[config.mk]
export PLATFORM = sky130hd
export DESIGN_NAME = serial_subtractor
export DESIGN_NICKNAME = d
export VERILOG_FILES = /design/src/rtl/serial_arith_pkg.sv /design/src/rtl/half_subtractor.sv /design/src/rtl/serial_subtractor.sv
export SDC_FILE = /design/constraint.sdc
export NUM_CORES = 1
export LEC_CHECK = 0
export CORE_MARGIN = 4
export CORE_UTILIZATION = 52
export DETAILED_ROUTE_END_ITERATION = 12
export PLACE_DENSITY_LB_ADDON = 0.05
export SLEW_MARGIN = 20
export SYNTH_ARGS = -nofsm -noshare
export SYNTH_HDL_FRONTEND = slang
export SYNTH_SLANG_ARGS = --single-unit
[constraint.sdc]
create_clock -name clk -period 2.65 [get_ports clk]
set_input_delay 0.53 -clock clk [delete_from_list [all_inputs] [get_ports clk]]
set_output_delay 0.53 -clock clk [all_outputs]
set_load 0.01 [all_outputs]
[src/rtl/serial_arith_pkg.sv]
// Shared types for the bit-serial arithmetic blocks: FSM state encoding and default width.
// Latency: n/a (types only).
// Backpressure: n/a.
package serial_arith_pkg;

  typedef enum logic [1:0] {
    IDLE  = 2'd0,
    SHIFT = 2'd1,
    DONE  = 2'd2
  } state_t;

  localparam int DEFAULT_WIDTH = 8;

endpackage

[src/rtl/half_subtractor.sv]
// Half subtractor: diff = x - y, borrow set when y > x.
// Latency: combinational.
// Backpressure: n/a.
module half_subtractor (
  input  logic x,
  input  logic y,
  output logic diff,
  output logic borrow
);

  assign diff   = x ^ y;
  assign borrow = ~x & y;

endmodule

[src/rtl/serial_subtractor.sv]
// Bit-serial unsigned subtractor D = A - B, LSB first, one bit per clock; SERIAL_SUB_OVF_EN adds OVF.
// Latency: accept edge + WIDTH shift cycles, then result held in DONE (WIDTH+2 cycles per op).
// Backpressure: result held until out_ready; in_ready only in IDLE, never same cycle as retire.
module serial_subtractor
  import serial_arith_pkg::*;
#(
  parameter  int WIDTH = DEFAULT_WIDTH,
  localparam int CNT_W = $clog2(WIDTH)
) (
  input  logic             clk,
  input  logic             rst_n,
  input  logic             in_valid,
  output logic             in_ready,
  input  logic [WIDTH-1:0] A,
  input  logic [WIDTH-1:0] B,
  output logic             out_valid,
  input  logic             out_ready,
  output logic [WIDTH-1:0] D,
  output logic             BOUT
`ifdef SERIAL_SUB_OVF_EN
  ,
  output logic             OVF
`endif
);

  state_t           state, state_nxt;
  logic [WIDTH-1:0] a_sr, b_sr, d_sr;
  logic [CNT_W-1:0] cnt;
  logic             borrow_q, bout_q;
  logic             a0, b0;
  logic             hs_diff, hs_borrow, diff_bit, bin_borrow, borrow_nxt;
  logic             last_bit;

  assign a0 = a_sr[0];
  assign b0 = b_sr[0];

  // Full-subtractor cell: (a0 - b0) then minus the incoming borrow.
  half_subtractor u_hs_ab (
    .x      (a0),
    .y      (b0),
    .diff   (hs_diff),
    .borrow (hs_borrow)
  );

  half_subtractor u_hs_bin (
    .x      (hs_diff),
    .y      (borrow_q),
    .diff   (diff_bit),
    .borrow (bin_borrow)
  );

  assign borrow_nxt = hs_borrow | bin_borrow;
  assign last_bit   = (cnt == CNT_W'(WIDTH - 1));

  always_ff @(posedge clk) begin
    if (!rst_n) state <= IDLE;
    else        state <= state_nxt;
  end

  always_comb begin
    state_nxt = state;
    in_ready  = 1'b0;
    out_valid = 1'b0;
    case (state)
      IDLE: begin
        in_ready = 1'b1;
        if (in_valid) state_nxt = SHIFT;
      end
      SHIFT: begin
        if (last_bit) state_nxt = DONE;
      end
      DONE: begin
        out_valid = 1'b1;
        if (out_ready) state_nxt = IDLE;
      end
      default: state_nxt = IDLE;
    endcase
  end

  // The result reg doubles as the D output; it shifts only while in SHIFT.
  always_ff @(posedge clk) begin
    if (!rst_n) begin
      a_sr     <= '0;
      b_sr     <= '0;
      d_sr     <= '0;
      cnt      <= '0;
      borrow_q <= 1'b0;
      bout_q   <= 1'b0;
    end else begin
      case (state)
        IDLE: begin
          if (in_valid) begin
            a_sr     <= A;
            b_sr     <= B;
            borrow_q <= 1'b0;
            cnt      <= '0;
          end
        end
        SHIFT: begin
          a_sr     <= a_sr >> 1;
          b_sr     <= b_sr >> 1;
          d_sr     <= {diff_bit, d_sr[WIDTH-1:1]};
          borrow_q <= borrow_nxt;
          cnt      <= last_bit ? '0 : cnt + CNT_W'(1);
          if (last_bit) bout_q <= borrow_nxt;
        end
        default: ;
      endcase
    end
  end

`ifdef SERIAL_SUB_OVF_EN
  logic ovf_q;

  // On the last bit a0/b0 are the operand sign bits and diff_bit is the result sign bit.
  always_ff @(posedge clk) begin
    if (!rst_n)                         ovf_q <= 1'b0;
    else if (state == SHIFT && last_bit) ovf_q <= (a0 ^ b0) & (a0 ^ diff_bit);
  end

  assign OVF = ovf_q;
`endif

  assign D    = d_sr;
  assign BOUT = bout_q;

endmodule

==> results.md <==
* Num CTS Buffers at 5
* Sequential-to-total area share from yosys stat at a little under half
* Die Ht at 57.9 um
* Detailed-route wire length at 2.55 mm
* Initial antenna violation count at 0
* Post-CTS Hold Fix Bufs at 0
* Setup TNS at 0 ns
* Fmax at approximately 0.47 GHz
* Status: complete, no violations
* CTS Root Cell: clkbuf_4
* Pre-CTS setup slack at 0.674 ns
* Post-CTS Resized at 0
* Routed via count at 1015
* Largest net degree at the start of global routing at 24
* Avg WL per Cell at 13.9 um
* Actual slew at the worst max-slew pin at 0.471 ns
* DR iter-0 viols at 41
* Antenna Cells at 0
* Netlist cell types at 28
* Final hold violations at 0
* Floorplan row count at 17
* CP Cell Sequence: and2b_2 -> clkdlybuf4s50_1
* Syn nets at 148
* Worst skew pair latency at around 0.32 ns
* RSZ-0062 raised after global routing: no
* Final Core Density at 70.5%
* Placed Area at approximately 1600 um2
* Overall global routing resource usage at 17.4%
* FF/Latch Area at 621 um2
* Leak at 0.581 nW
* Fillers at 197
* Area added between synthesis and finish at 25.0%
* I/O Buffers at 30
* CP peak stage delay at ~0.55 ns
* Period utilisation layout at 81.1%
* Min Tclk post-route at 2.15 ns
* Peak supply drop at between 400 and 500 uV
* Yosys warns at 0
* Die X at 57.9 um
* Worst EP required at 2.12 ns
* Worst setup EP type: output pin
* CP arrival at 1.62 ns
* Drt via density at 5.55
* H-tree Lvls at 2
* CTS max path bufs at 2
* Worst Slack Setup Final at 0.502 ns
* Placer Congestion at ~0.72
* Routed Antenna Nets at 0
* Number of synthesized register bits at 31
* Finished Cell Area at between 1500 and 2000 um2
* Rel. slew slack at 68.5%
* Total grt overflow at 0
* CTS sink count at 31
* Worst Skew at 0.00425 ns
* Avg Synthesized Cell Area at 10.4 um2
* DR DRC count at 0
* Post-Synthesis Cells at 125
* # nets final at 179
* PwrDens at approximately 540 nW/um2
* Worst hold margin at 0.459 ns
* Final setup fails at 0
* Synthesized area at 1300 um2
* HPWL Detailed at 1.74 mm
* Startpoint Class: flop
* Multi-input logic area at 597 um2
* Largest fanout on the critical path at 7
* Clock-pin slew on the worst setup and hold paths at approximately 0.080 ns
* CTS tree: done
* Drt first pass iters at 4
* Ratio of cells with drive above 1 in the final layout at 11.6%
* Vias in the first global route at about 1.0k
* CP max stage cell: dfxtp_1
* Core area at 2300 um2
* First-pass GRT wire length at between 4 and 5 mm
* Final Max Tran Viols at 0
* Max-cap violations at 0
* Class of the worst hold path: reg -> reg
* Post-CTS setup buffers at 0
* Num ports at 31
* Initial core utilization at 56.4%
* Total Die Area at ~3400 um2
* Crit Path Category: reg -> out
==> flip-flops by register name, indices dropped and copies added (netlist names) <==
signal	count
BOUT	1
D	8
a_sr	8
b_sr	8
borrow_q	1
cnt	3
state	2
==> placed cells by master (no fill, tap or decap), drive strengths merged, types with 2 or more instances in the layout <==
cell and n:
ha 2, inv 4, clkdlybuf4s50 30, clkbuf 6
a32oi 2, a22oi 4, o221a 14, dfxtp 31
o21a 14, nand2 17, and2b 2, nor2 11
a21oi 9
==> Yosys cell counts <==
| library cell | number | area, um2 |
|---|---|---|
| o21bai_1 | 1 | 7.51 |
| ha_1 | 2 | 25.0 |
| o21a_1 | 14 | 105 |
| dfxtp_1 | 31 | 621 |
| a311oi_1 | 1 | 8.76 |
| a32oi_1 | 2 | 17.5 |
| nor2_4 | 1 | 11.3 |
| buf_6 | 4 | 45.0 |
| and2b_4 | 1 | 10.0 |
| nor3_1 | 1 | 5.00 |
| nand2_1 | 16 | 60.1 |
| a21oi_2 | 1 | 8.76 |
| and2b_2 | 1 | 8.76 |
| nor2_1 | 8 | 30.0 |
| clkbuf_1 | 2 | 7.51 |
| nand2_2 | 1 | 6.26 |
| nor2_2 | 2 | 12.5 |
| o221a_2 | 4 | 45.0 |
| o221a_1 | 10 | 113 |
| fa_1 | 1 | 20.0 |
| nand2b_4 | 1 | 13.8 |
| a2bb2oi_1 | 1 | 8.76 |
| mux2i_1 | 1 | 10.0 |
| a22oi_1 | 4 | 30.0 |
| inv_1 | 4 | 15.0 |
| buf_4 | 1 | 7.51 |
| a21oi_1 | 8 | 40.0 |
| clkinv_1 | 1 | 3.75 |
==> worst paths after layout <==
check | cells after the start | from | endpoint | slack [ns]
hold reg to reg | 2 | D[0] | D[0] | 0.46
setup reg to reg | 3 | state[0] | a_sr[2] | 1.36
setup / recovery | 2 | state[0] | out_valid | 0.50
hold / removal | 2 | D[0] | D[0] | 0.46
==> cells by family after synthesis <==
group | Yosys count | share of synthesized area, %
buffers and inverters | 12 | 6.08
and+or+nand+nor | 32 | 12.2
AOI/OAI and AO/OA | 46 | 29.6
DFF | 31 | 47.9
muxes | 1 | 0.772
adders and majority gates | 3 | 3.47
==> power breakdown <==
part	switching [mW]	internal (mW)	leakage (nW)
clock network	0.141	0.0941	0.0242
registers	0.0175	0.492	0.254
logic	0.0550	0.0699	0.303
==> cell type report <==
cell class / count / area share (%)
Clock buffer: 6 / 2.55
Inverter: 5 / 1.16
Multi-Input combinational cell: 82 / 36.8
Timing Repair Buffer: 31 / 19.0
Tap cell: 28 / 2.16
Sequential cell: 31 / 38.3
==> routing by layer <==
| layer | vias up | GRT usage (%) | share of wire, % |
|---|---|---|---|
| li1 | 515 | - | - |
| met1 | 464 | 21.7 | 48 |
| met2 | 29 | 26.0 | 42 |
| met3 | 7 | 7.80 | 7.5 |
| met4 | 0 | 6.95 | 2.0 |
| met5 | - | 0 | 0 |
==> critical path: cells and delay by family, from the launching register on <==
| kind | cells | cell delay [ns] |
|---|---|---|
| buffers and inverters | 1 | 0.48 |
| DFF | 1 | 0.55 |
| and+or+nand+nor | 1 | 0.28 |
==> per-stage QoR <==
| stage | cells | total power [mW] |
|---|---|---|
| 6_report | 183 | 0.870 |
| 5_1_grt | 183 | 0.914 |
| 4_1_cts | 183 | 0.873 |
| 3_5_place_dp | 177 | 0.644 |
| 3_3_place_gp | 177 | 0.641 |
| 2_1_floorplan | 125 | 0.599 |
(Power assumes the default switching activity.)
